[src/rtl/oled_cmd_rx_pkg.sv]
//------------------------------------------------------------------------------
// oled_cmd_rx_pkg : opcodes, register reset values and FSM states for oled_cmd_rx
// Revision 1.0
//------------------------------------------------------------------------------
`default_nettype none

package oled_cmd_rx_pkg;

  localparam logic [7:0] CMD_DISP_OFF    = 8'hAE;
  localparam logic [7:0] CMD_DISP_ON     = 8'hAF;
  localparam logic [7:0] CMD_SEG_NORM    = 8'hA0;
  localparam logic [7:0] CMD_SEG_REMAP   = 8'hA1;
  localparam logic [7:0] CMD_COM_NORM    = 8'hC0;
  localparam logic [7:0] CMD_COM_REMAP   = 8'hC8;
  localparam logic [7:0] CMD_CONTRAST    = 8'h81;
  localparam logic [7:0] CMD_CHARGE_PUMP = 8'h8D;
  localparam logic [7:0] CMD_PRECHARGE   = 8'hD9;
  localparam logic [7:0] CMD_COM_CFG     = 8'hDA;
  localparam logic [7:0] CMD_ADDR_MODE   = 8'h20;

  localparam logic [7:0] RST_CONTRAST  = 8'h7F;
  localparam logic [7:0] RST_PRECHARGE = 8'h22;
  localparam logic [7:0] RST_COM_CFG   = 8'h12;
  localparam logic [1:0] RST_ADDR_MODE = 2'b10;

  typedef enum logic [0:0] {
    RxIdle  = 1'b0,
    RxParam = 1'b1
  } rx_state_t;

  function automatic logic takes_param(input logic [7:0] op);
    return (op == CMD_CONTRAST) || (op == CMD_CHARGE_PUMP) || (op == CMD_PRECHARGE) ||
           (op == CMD_COM_CFG) || (op == CMD_ADDR_MODE);
  endfunction

endpackage

`default_nettype wire

[src/rtl/oled_cmd_rx_if.sv]
//------------------------------------------------------------------------------
// oled_cmd_rx_if : SPI input lines and decoded shadow-register outputs
// Revision 1.0
//------------------------------------------------------------------------------
`default_nettype none

interface oled_cmd_rx_if;
  logic       cs;
  logic       sclk;
  logic       sdo;
  logic       dc;
  logic       res;
  logic       byte_valid;
  logic [7:0] byte_data;
  logic       byte_is_data;
  logic       disp_on;
  logic       charge_pump;
  logic [7:0] contrast;
  logic [7:0] precharge;
  logic [7:0] com_cfg;
  logic [1:0] addr_mode;
  logic       seg_remap;
  logic       com_remap;
  logic       cmd_err;

  modport master (
    output cs, sclk, sdo, dc, res,
    input  byte_valid, byte_data, byte_is_data, disp_on, charge_pump, contrast,
           precharge, com_cfg, addr_mode, seg_remap, com_remap, cmd_err
  );

  modport slave (
    input  cs, sclk, sdo, dc, res,
    output byte_valid, byte_data, byte_is_data, disp_on, charge_pump, contrast,
           precharge, com_cfg, addr_mode, seg_remap, com_remap, cmd_err
  );
endinterface

`default_nettype wire

[src/rtl/oled_cmd_rx_spi_rx_shift.sv]
//------------------------------------------------------------------------------
// spi_rx_shift : input sync/registering, sclk edge detect, bit counter, shifter
// OLED_CMD_RX_SYNC_EN adds two-flop synchronisers ahead of the input register.
// Revision 1.0
//------------------------------------------------------------------------------
`default_nettype none

module spi_rx_shift (
  input  logic       clk,
  input  logic       rst,
  input  logic       cs,
  input  logic       sclk,
  input  logic       sdo,
  input  logic       dc,
  input  logic       res,
  output logic       strobe,
  output logic [7:0] rx_byte,
  output logic       rx_dc,
  output logic       res_ok
);

  // Packed as {res, cs, sclk, sdo, dc}; res reads as asserted until seen high
  localparam logic [4:0] IN_IDLE = 5'b01100;

  logic [4:0] in_raw;
  logic [4:0] in_s;
  logic [4:0] in_q;
  logic       sclk_prev;
  logic [2:0] bit_cnt;
  logic [6:0] shift;
  logic       rise;

  assign in_raw = {res, cs, sclk, sdo, dc};

`ifdef OLED_CMD_RX_SYNC_EN
  logic [4:0] meta;
  logic [4:0] sync;

  always_ff @(posedge clk or posedge rst) begin
    if (rst) begin
      meta <= IN_IDLE;
      sync <= IN_IDLE;
    end else begin
      meta <= in_raw;
      sync <= meta;
    end
  end

  assign in_s = sync;
`else
  assign in_s = in_raw;
`endif

  always_ff @(posedge clk or posedge rst) begin
    if (rst) begin
      in_q      <= IN_IDLE;
      sclk_prev <= 1'b1;
      bit_cnt   <= 3'd0;
      shift     <= 7'd0;
    end else begin
      in_q      <= in_s;
      sclk_prev <= in_q[2];
      if (!in_q[4] || in_q[3]) begin
        bit_cnt <= 3'd0;
      end else if (rise) begin
        bit_cnt <= bit_cnt + 3'd1;
        shift   <= {shift[5:0], in_q[1]};
      end
    end
  end

  assign rise    = in_q[2] & ~sclk_prev & ~in_q[3] & in_q[4];
  assign strobe  = rise && (bit_cnt == 3'd7);
  assign rx_byte = {shift, in_q[1]};
  assign rx_dc   = in_q[0];
  assign res_ok  = in_q[4];

endmodule

`default_nettype wire

[src/rtl/oled_cmd_rx.sv]
//------------------------------------------------------------------------------
// oled_cmd_rx : SPI receiver and SSD1306-style command decoder / shadow registers
// Build option OLED_CMD_RX_SYNC_EN selects synchronised inputs. Revision 1.0
//------------------------------------------------------------------------------
`default_nettype none

module oled_cmd_rx
  import oled_cmd_rx_pkg::*;
(
  input  logic          clk,
  input  logic          rst,
  oled_cmd_rx_if.slave  bus
);

  logic       strobe;
  logic [7:0] rx_byte;
  logic       rx_dc;
  logic       res_ok;

  spi_rx_shift u_shift (
    .clk     (clk),
    .rst     (rst),
    .cs      (bus.cs),
    .sclk    (bus.sclk),
    .sdo     (bus.sdo),
    .dc      (bus.dc),
    .res     (bus.res),
    .strobe  (strobe),
    .rx_byte (rx_byte),
    .rx_dc   (rx_dc),
    .res_ok  (res_ok)
  );

  rx_state_t  state, state_n;
  logic [7:0] op, op_n;
  logic       byte_valid, byte_valid_n;
  logic [7:0] byte_data, byte_data_n;
  logic       byte_is_data, byte_is_data_n;
  logic       disp_on, disp_on_n;
  logic       charge_pump, charge_pump_n;
  logic [7:0] contrast, contrast_n;
  logic [7:0] precharge, precharge_n;
  logic [7:0] com_cfg, com_cfg_n;
  logic [1:0] addr_mode, addr_mode_n;
  logic       seg_remap, seg_remap_n;
  logic       com_remap, com_remap_n;
  logic       cmd_err, cmd_err_n;

  always_ff @(posedge clk or posedge rst) begin
    if (rst) begin
      state        <= RxIdle;
      op           <= 8'h00;
      byte_valid   <= 1'b0;
      byte_data    <= 8'h00;
      byte_is_data <= 1'b0;
      disp_on      <= 1'b0;
      charge_pump  <= 1'b0;
      contrast     <= RST_CONTRAST;
      precharge    <= RST_PRECHARGE;
      com_cfg      <= RST_COM_CFG;
      addr_mode    <= RST_ADDR_MODE;
      seg_remap    <= 1'b0;
      com_remap    <= 1'b0;
      cmd_err      <= 1'b0;
    end else begin
      state        <= state_n;
      op           <= op_n;
      byte_valid   <= byte_valid_n;
      byte_data    <= byte_data_n;
      byte_is_data <= byte_is_data_n;
      disp_on      <= disp_on_n;
      charge_pump  <= charge_pump_n;
      contrast     <= contrast_n;
      precharge    <= precharge_n;
      com_cfg      <= com_cfg_n;
      addr_mode    <= addr_mode_n;
      seg_remap    <= seg_remap_n;
      com_remap    <= com_remap_n;
      cmd_err      <= cmd_err_n;
    end
  end

  always_comb begin
    state_n        = state;
    op_n           = op;
    byte_valid_n   = 1'b0;
    byte_data_n    = byte_data;
    byte_is_data_n = byte_is_data;
    disp_on_n      = disp_on;
    charge_pump_n  = charge_pump;
    contrast_n     = contrast;
    precharge_n    = precharge;
    com_cfg_n      = com_cfg;
    addr_mode_n    = addr_mode;
    seg_remap_n    = seg_remap;
    com_remap_n    = com_remap;
    cmd_err_n      = 1'b0;

    // Display reset line held low acts as a level-sensitive clear of everything
    if (!res_ok) begin
      state_n        = RxIdle;
      op_n           = 8'h00;
      byte_data_n    = 8'h00;
      byte_is_data_n = 1'b0;
      disp_on_n      = 1'b0;
      charge_pump_n  = 1'b0;
      contrast_n     = RST_CONTRAST;
      precharge_n    = RST_PRECHARGE;
      com_cfg_n      = RST_COM_CFG;
      addr_mode_n    = RST_ADDR_MODE;
      seg_remap_n    = 1'b0;
      com_remap_n    = 1'b0;
    end else if (strobe) begin
      byte_valid_n   = 1'b1;
      byte_data_n    = rx_byte;
      byte_is_data_n = rx_dc;
      case (state)
        RxIdle: begin
          if (!rx_dc) begin
            if (takes_param(rx_byte)) begin
              op_n    = rx_byte;
              state_n = RxParam;
            end else begin
              case (rx_byte)
                CMD_DISP_OFF:  disp_on_n   = 1'b0;
                CMD_DISP_ON:   disp_on_n   = 1'b1;
                CMD_SEG_NORM:  seg_remap_n = 1'b0;
                CMD_SEG_REMAP: seg_remap_n = 1'b1;
                CMD_COM_NORM:  com_remap_n = 1'b0;
                CMD_COM_REMAP: com_remap_n = 1'b1;
                default:       cmd_err_n   = 1'b1;
              endcase
            end
          end
        end
        RxParam: begin
          state_n = RxIdle;
          op_n    = 8'h00;
          if (rx_dc) begin
            cmd_err_n = 1'b1;
          end else begin
            case (op)
              CMD_CONTRAST:    contrast_n    = rx_byte;
              CMD_CHARGE_PUMP: charge_pump_n = rx_byte[2];
              CMD_PRECHARGE:   precharge_n   = rx_byte;
              CMD_COM_CFG:     com_cfg_n     = rx_byte;
              CMD_ADDR_MODE:   addr_mode_n   = rx_byte[1:0];
              default:         cmd_err_n     = 1'b1;
            endcase
          end
        end
        default: state_n = RxIdle;
      endcase
    end
  end

  assign bus.byte_valid   = byte_valid;
  assign bus.byte_data    = byte_data;
  assign bus.byte_is_data = byte_is_data;
  assign bus.disp_on      = disp_on;
  assign bus.charge_pump  = charge_pump;
  assign bus.contrast     = contrast;
  assign bus.precharge    = precharge;
  assign bus.com_cfg      = com_cfg;
  assign bus.addr_mode    = addr_mode;
  assign bus.seg_remap    = seg_remap;
  assign bus.com_remap    = com_remap;
  assign bus.cmd_err      = cmd_err;

endmodule

`default_nettype wire
[src/flat_wrapper.sv]
// flat-port wrapper written by rule: the top's interface ports become plain ports
module oled_cmd_rx_flat import oled_cmd_rx_pkg::*;
  (clk, rst, bus_cs, bus_sclk, bus_sdo, bus_dc, bus_res, bus_byte_valid, bus_byte_data, bus_byte_is_data, bus_disp_on, bus_charge_pump, bus_contrast, bus_precharge, bus_com_cfg, bus_addr_mode, bus_seg_remap, bus_com_remap, bus_cmd_err);
  oled_cmd_rx_if bus_i ();
  input  logic clk;
  input  logic rst;
  input wire logic [$bits(bus_i.cs)-1:0] bus_cs;
  input wire logic [$bits(bus_i.sclk)-1:0] bus_sclk;
  input wire logic [$bits(bus_i.sdo)-1:0] bus_sdo;
  input wire logic [$bits(bus_i.dc)-1:0] bus_dc;
  input wire logic [$bits(bus_i.res)-1:0] bus_res;
  output wire logic [$bits(bus_i.byte_valid)-1:0] bus_byte_valid;
  output wire logic [$bits(bus_i.byte_data)-1:0] bus_byte_data;
  output wire logic [$bits(bus_i.byte_is_data)-1:0] bus_byte_is_data;
  output wire logic [$bits(bus_i.disp_on)-1:0] bus_disp_on;
  output wire logic [$bits(bus_i.charge_pump)-1:0] bus_charge_pump;
  output wire logic [$bits(bus_i.contrast)-1:0] bus_contrast;
  output wire logic [$bits(bus_i.precharge)-1:0] bus_precharge;
  output wire logic [$bits(bus_i.com_cfg)-1:0] bus_com_cfg;
  output wire logic [$bits(bus_i.addr_mode)-1:0] bus_addr_mode;
  output wire logic [$bits(bus_i.seg_remap)-1:0] bus_seg_remap;
  output wire logic [$bits(bus_i.com_remap)-1:0] bus_com_remap;
  output wire logic [$bits(bus_i.cmd_err)-1:0] bus_cmd_err;
  assign bus_i.cs = bus_cs;
  assign bus_i.sclk = bus_sclk;
  assign bus_i.sdo = bus_sdo;
  assign bus_i.dc = bus_dc;
  assign bus_i.res = bus_res;
  assign bus_byte_valid = bus_i.byte_valid;
  assign bus_byte_data = bus_i.byte_data;
  assign bus_byte_is_data = bus_i.byte_is_data;
  assign bus_disp_on = bus_i.disp_on;
  assign bus_charge_pump = bus_i.charge_pump;
  assign bus_contrast = bus_i.contrast;
  assign bus_precharge = bus_i.precharge;
  assign bus_com_cfg = bus_i.com_cfg;
  assign bus_addr_mode = bus_i.addr_mode;
  assign bus_seg_remap = bus_i.seg_remap;
  assign bus_com_remap = bus_i.com_remap;
  assign bus_cmd_err = bus_i.cmd_err;
  oled_cmd_rx u_core (.clk(clk), .rst(rst), .bus(bus_i));
endmodule
[config.mk]
export PLATFORM = sky130hd
export DESIGN_NAME = oled_cmd_rx_flat
export DESIGN_NICKNAME = d
export VERILOG_FILES = /design/src/rtl/oled_cmd_rx_pkg.sv /design/src/rtl/oled_cmd_rx_if.sv /design/src/rtl/oled_cmd_rx_spi_rx_shift.sv /design/src/rtl/oled_cmd_rx.sv /design/src/flat_wrapper.sv
export SDC_FILE = /design/constraint.sdc
export NUM_CORES = 1
export LEC_CHECK = 0
export CORE_UTILIZATION = 40
export CTS_CLUSTER_DIAMETER = 80
export DETAILED_ROUTE_END_ITERATION = 8
export GPL_TIMING_DRIVEN = 0
export REMOVE_ABC_BUFFERS = 1
export SYNTH_ARGS = -nofsm -noshare
export SYNTH_HDL_FRONTEND = slang
export SYNTH_HIERARCHICAL = 1
export SYNTH_SLANG_ARGS = --single-unit
[constraint.sdc]
create_clock -name clk -period 7.01 [get_ports clk]
set_input_delay 1.0515 -clock clk [delete_from_list [all_inputs] [get_ports clk]]
set_output_delay 1.0515 -clock clk [all_outputs]
set_load 0.05 [all_outputs]
# ---- Yosys cells after proc, flatten, opt, wreduce, memory -nomap -nowiden
# Index checks and enable logic that the tools add are counted.
dict set report totals {
  register_bits 66
  output_inout_bits 41
  word_cells 147
}
dict set report op_classes {
  addsub 1
  n_eq_ne 32
  muxes 69
  bitwise_logic 7
  n_reduce_logical 20
}
# op n
set ops {}
lappend ops {{8-bit two-way mux} 21}
lappend ops {{8-bit equality test, second input constant} 14}
lappend ops {{1-bit two-way mux} 35}
lappend ops {{4-bit AND reduction} 5}
lappend ops {{8-bit by 6-bit equality test with 1-bit output, second input constant} 2}
lappend ops {{8-bit one-hot mux with 2 select lines} 1}
lappend ops {{5-bit AND reduction} 3}
lappend ops {{2-bit by 1-bit != test with 1-bit output, second input constant} 7}
lappend ops {{2-bit two-way mux} 5}
lappend ops {{1-bit one-hot mux with 2 select lines} 5}
lappend ops {{3-bit by 1-bit != test with 1-bit output, second input constant} 3}
lappend ops {{3-bit two-way mux} 2}
lappend ops {{2-bit != test, second input constant} 3}
lappend ops {{6-bit OR reduction} 1}
lappend ops {{1-bit logical OR} 5}
lappend ops {{5-bit OR reduction} 1}
lappend ops {{1-bit NOT} 4}
lappend ops {{3-bit by 1-bit adder with 3-bit output, second input constant} 1}
lappend ops {{1-bit AND} 3}
lappend ops {{3-bit equality test, second input constant} 1}
lappend ops {{3-bit by 2-bit != test with 1-bit output, second input constant} 1}
lappend ops {{3-bit != test, second input constant} 1}
lappend ops {{3-bit AND reduction} 1}
lappend ops {{2-bit AND reduction} 1}
lappend ops {{3 further kinds} 3}

# ---- Logic depth before layout (Yosys ltp)
dict set report depth {
  word_depth 10
  ltp_mapped 9
  ltp_nobuf 7
}

# ---- Cells and area by module
# The synthesis kept the hierarchy.
# module n_inst cells_each area_each_um2
set modules_own_cells {}
lappend modules_own_cells {oled_cmd_rx 1 236 2572.5}
lappend modules_own_cells {spi_rx_shift 1 38 651.9}

# ---- Worst setup path after synthesis
# OpenSTA, ideal clock, no wires.
dict set report synth_path {
  path_kind {register to register}
  start {reg u_core.u_shift.in_q[2]}
  end {reg u_core.precharge[0] (netlist: u_core/bus.precharge[0])}
  setup_time_ns 0.125
  t_arrival_ns 2.150
  slack_ns 4.736
  path_stages_with_launch 9
  n_path_buf 2
  period_less_slack_ns 2.274
  path_cell_list {dfstp_2 -> nand2b_4 -> buf_6 -> nor2_8 -> and2_2 -> nand4b_2 -> o41ai_2 -> buf_4 -> mux2_2}
}
dict set report synth_between {
  elab_chain_cells 6
}
# item line_no
set synth_rtl {}
lappend synth_rtl {{from (decl)} oled_cmd_rx_spi_rx_shift.sv:27} ;# logic [4:0] in_q;
lappend synth_rtl {{from (signal assigned)} oled_cmd_rx_spi_rx_shift.sv:61} ;# in_q <= in_s;
lappend synth_rtl {{1-bit AND (3 in series)} oled_cmd_rx_spi_rx_shift.sv:72} ;# assign rise = in_q[2] & ~sclk_prev & ~in_q[3] & in_q[4];
lappend synth_rtl {{1-bit logical AND} oled_cmd_rx_spi_rx_shift.sv:73} ;# assign strobe = rise && (bit_cnt == 3'd7);
lappend synth_rtl {{net u_core.strobe} oled_cmd_rx.sv:15} ;# logic strobe;
lappend synth_rtl {{2-bit by 1-bit != test with 1-bit output (no line)} --}
lappend synth_rtl {{4-bit AND reduction (no line)} --}
lappend synth_rtl {{to (signal assigned)} oled_cmd_rx.sv:74} ;# precharge <= precharge_n;
lappend synth_rtl {{to (decl)} oled_cmd_rx.sv:42} ;# logic [7:0] precharge, precharge_n;
# The timed path passes the listed nets, and every way through them passes these cells.
# A chain may end at the register's enable or synchronous reset.

# ---- Final worst setup path
dict set report layout_path {
  start {reg u_core.u_shift.in_q[2]}
  end {reg u_core.precharge[6] (netlist: u_core/bus.precharge[6])}
}
# Same word-level chain as after synthesis.

==> impl_metrics.env <==
export IMPL_dieArea_sq_um=8420
export IMPL_grt_pass1_wl_mm=11.4
export IMPL_hold_slack_ns=0.389
export IMPL_coreArea_sq_um=7770
export IMPL_rsz0062_at_grt="no"
export IMPL_detail_route_antenna_nets=0
export IMPL_powerDensity_nw_per_um2=245
export IMPL_die_w_microns=91.8
export IMPL_start_kind="register"
export IMPL_drt_iter0_markers=158
export IMPL_max_clock_path_buffers=2
export IMPL_final_util=0.505
export IMPL_yosys_warnings=6
export IMPL_p_int_mw=0.645
export IMPL_cp_max_fo=22
export IMPL_switchingPower_mw=0.317
export IMPL_grt_overflow=0
export IMPL_dp_cells=407
export IMPL_final_nets=325
export IMPL_postCtsHoldBufs=0
export IMPL_finalCritPeriodShare=0.485
export IMPL_finalHoldViolations=0
export IMPL_n_antenna_cell=0
export IMPL_p_seq_frac=0.492
export IMPL_worst_slew_pin_slew_ns=1.25
export IMPL_syn_inst=274
export IMPL_clk_pin_slew_ns=0.06
export IMPL_die_h_microns=91.8
export IMPL_fill_cells=728
export IMPL_ys_flop_type="dfrtp_1"
export IMPL_cp_required_ns=7.22
export IMPL_root_buffer="clkbuf_8"
export IMPL_placed_cell_area_sq_um=3760
export IMPL_clock_sinks=66
export IMPL_arrival_ns=3.62
export IMPL_ys_ff_latch=66
export IMPL_cts_tree="done"
export IMPL_routedWlPerCell_microns=16.0
export IMPL_synth_edf_count=0
export IMPL_swShare=0.330
export IMPL_drc_errors=0
export IMPL_fin_cells=423
export IMPL_final_common_cell="dfrtp_1"
export IMPL_viasPerCell=5.30
export IMPL_setup_viol_count_final=0
export IMPL_clkPwrFrac=0.283
export IMPL_synthArstFlopShare=1.00
export IMPL_numPortBuffers=47
export IMPL_tns_ns=0
export IMPL_fp_row_count=32
export IMPL_drive_gt1_frac=0.212
export IMPL_path_class="register to register"
export IMPL_cts_resized_gates=0
export IMPL_drt_pass1_iterations=4
export IMPL_ios=48
export IMPL_area_growth_pct=21.7
export IMPL_grt_max_degree=54
export IMPL_ctsHtreeMaxLevel=3
export IMPL_vias=2242
export IMPL_yosysUniqueCellTypes=52
export IMPL_fmax_mhz=294
export IMPL_final_cell_mix="dfrtp_1 (50), clkdlybuf4s50_1 (47), nor2_1 (15), mux2i_1 (15), dfstp_2 (15)"
export IMPL_ir_drop_uv=128
export IMPL_synth_avg_cell_area_sq_um=11.8
export IMPL_multiInputGateArea_sq_um=1400
export IMPL_status="finished, final reports clean"
export IMPL_grt_pass1_vias=2240
export IMPL_clock_latency_ns=0.33
export IMPL_min_path_type="register to register"
export IMPL_seq_area_sq_um=1670
export IMPL_fin_skew_ns=0.00685
export IMPL_start_util=0.415
export IMPL_wl_mm=6.77
export IMPL_gp_congestion=0.801
export IMPL_p_leak_nw=1.68
export IMPL_power_frac_comb=0.224
export IMPL_final_max_slew_viol_count=0
export IMPL_hpwl_mm=4.42
export IMPL_reg2reg_slack_ns=3.61
export IMPL_synth_area_sq_um=3220
export IMPL_slew_headroom=0.158
export IMPL_grt_usage=0.174
export IMPL_cts_buffers=9
export IMPL_layout_min_cycle_time_ns=3.40
export IMPL_final_area_sq_um=3920
export IMPL_end_kind="register"
export IMPL_cap_violations=0
export IMPL_antenna_found_initial=0
export IMPL_ys_seq_area_frac=0.518
export IMPL_cts_setup_buffers=0
==> metrics by stage <==
stage / worst slack, ns / power (mW)
after floorplan: 3.63 / 0.620
after global placement: 2.51 / 0.694
after detailed placement: 3.57 / 0.699
after CTS: 3.56 / 0.976
after global routing: 3.43 / 1.01
final: 3.61 / 0.962
==> cell type report <==
cell class | count | area share
tap | 102 | 0.0325
multi-input combinational | 177 | 0.357
clock inverter | 3 | 0.00383
clock buffer | 13 | 0.0380
timing repair buffer | 49 | 0.130
inverter | 13 | 0.0124
sequential | 66 | 0.426
==> power by group through the flow <==
stage,clock network (mW),logic [mW],registers (mW)
finish,0.273,0.216,0.474
global route,0.298,0.229,0.481
CTS,0.284,0.218,0.474
detailed placement,0,0.218,0.481
global placement,0,0.210,0.485
floorplan,0,0.0759,0.544
==> cell families after synthesis <==
family,Yosys count,synth area share
fa+ha+maj,2,0.00776
mux,35,0.125
xor+xnor,4,0.0109
buf+inv,31,0.0477
simple gates,89,0.186
compound gates,47,0.105
flops,66,0.518
==> state kept, by name (all words and copies together) (netlist names) <==
signal                    cells
u_core/bus.byte_data          8
u_core/bus.charge_pump        1
u_core/u_shift/sclk_prev      1
u_core/bus.seg_remap          1
u_core/bus.com_remap          1
u_core/bus.precharge          8
u_core/bus.byte_valid         1
u_core/bus.disp_on            1
u_core/bus.byte_is_data       1
u_core/bus.com_cfg            8
u_core/u_shift/bit_cnt        3
u_core/bus.cmd_err            1
u_core/u_shift/in_q           5
u_core/bus.addr_mode          2
u_core/u_shift/shift          7
u_core/op                     8
u_core/bus.contrast           8
u_core/state                  1
==> Yosys cell counts (2+ instances only) <==
| master | instances | area share |
|---|---|---|
| and3b_1 | 7 | 0.019 |
| buf_4 | 3 | 0.0070 |
| clkbuf_1 | 8 | 0.0093 |
| mux2_2 | 13 | 0.045 |
| and4b_1 | 2 | 0.0062 |
| a41oi_1 | 8 | 0.022 |
| nand2b_1 | 2 | 0.0039 |
| dfstp_2 | 15 | 0.12 |
| a21oi_1 | 8 | 0.012 |
| buf_6 | 3 | 0.010 |
| ha_1 | 2 | 0.0078 |
| mux2_4 | 7 | 0.033 |
| nand2_1 | 13 | 0.015 |
| and2_1 | 6 | 0.012 |
| buf_2 | 3 | 0.0047 |
| o21ai_1 | 8 | 0.012 |
| nand2b_4 | 2 | 0.0085 |
| a31oi_1 | 11 | 0.021 |
| nand4_2 | 3 | 0.012 |
| xnor2_1 | 2 | 0.0054 |
| xor2_1 | 2 | 0.0054 |
| nand3_1 | 8 | 0.012 |
| o21ai_0 | 4 | 0.0062 |
| nor2b_1 | 13 | 0.025 |
| dfrtp_1 | 51 | 0.40 |
| inv_1 | 13 | 0.015 |
| mux2i_1 | 15 | 0.047 |
| nor2_1 | 15 | 0.017 |
| nor3b_1 | 3 | 0.0070 |
| o41ai_2 | 2 | 0.010 |
==> per-layer routing <==
layer	part of all wire	routed length (microns)	track usage	vias to the layer above
met4	0.011	76	0.0664	0
li1	-	-	-	1065
met5	0	0	0	-
met3	0.035	235	0.0282	7
met2	0.48	3260	0.283	55
met1	0.47	3200	0.234	1115
==> path summary, 6_finish.rpt <==
| path | from | cells after the start | to |
|---|---|---|---|
| min in group asynchronous | rst | 2 | u_core/bus.byte_data[2] |
| min | u_core/u_shift/in_q[2] | 0 | u_core/u_shift/sclk_prev |
| max | u_core/u_shift/in_q[2] | 6 | u_core/bus.precharge[6] |
| min reg2reg | u_core/u_shift/in_q[2] | 0 | u_core/u_shift/sclk_prev |
| max reg2reg | u_core/u_shift/in_q[2] | 6 | u_core/bus.precharge[6] |
| max in group asynchronous | rst | 3 | u_core/bus.com_cfg[1] |
==> worst max-delay path, stage by stage (launching register included) <==
cell and delay [ns]:
dfstp_2 0.56, nand2b_4 0.10, nor2_8 0.22, and2_2 0.56
nand4b_2 0.28, o41ai_2 1.14, mux2_2 0.42
Note: power is estimated with default switching activity, not from simulation.
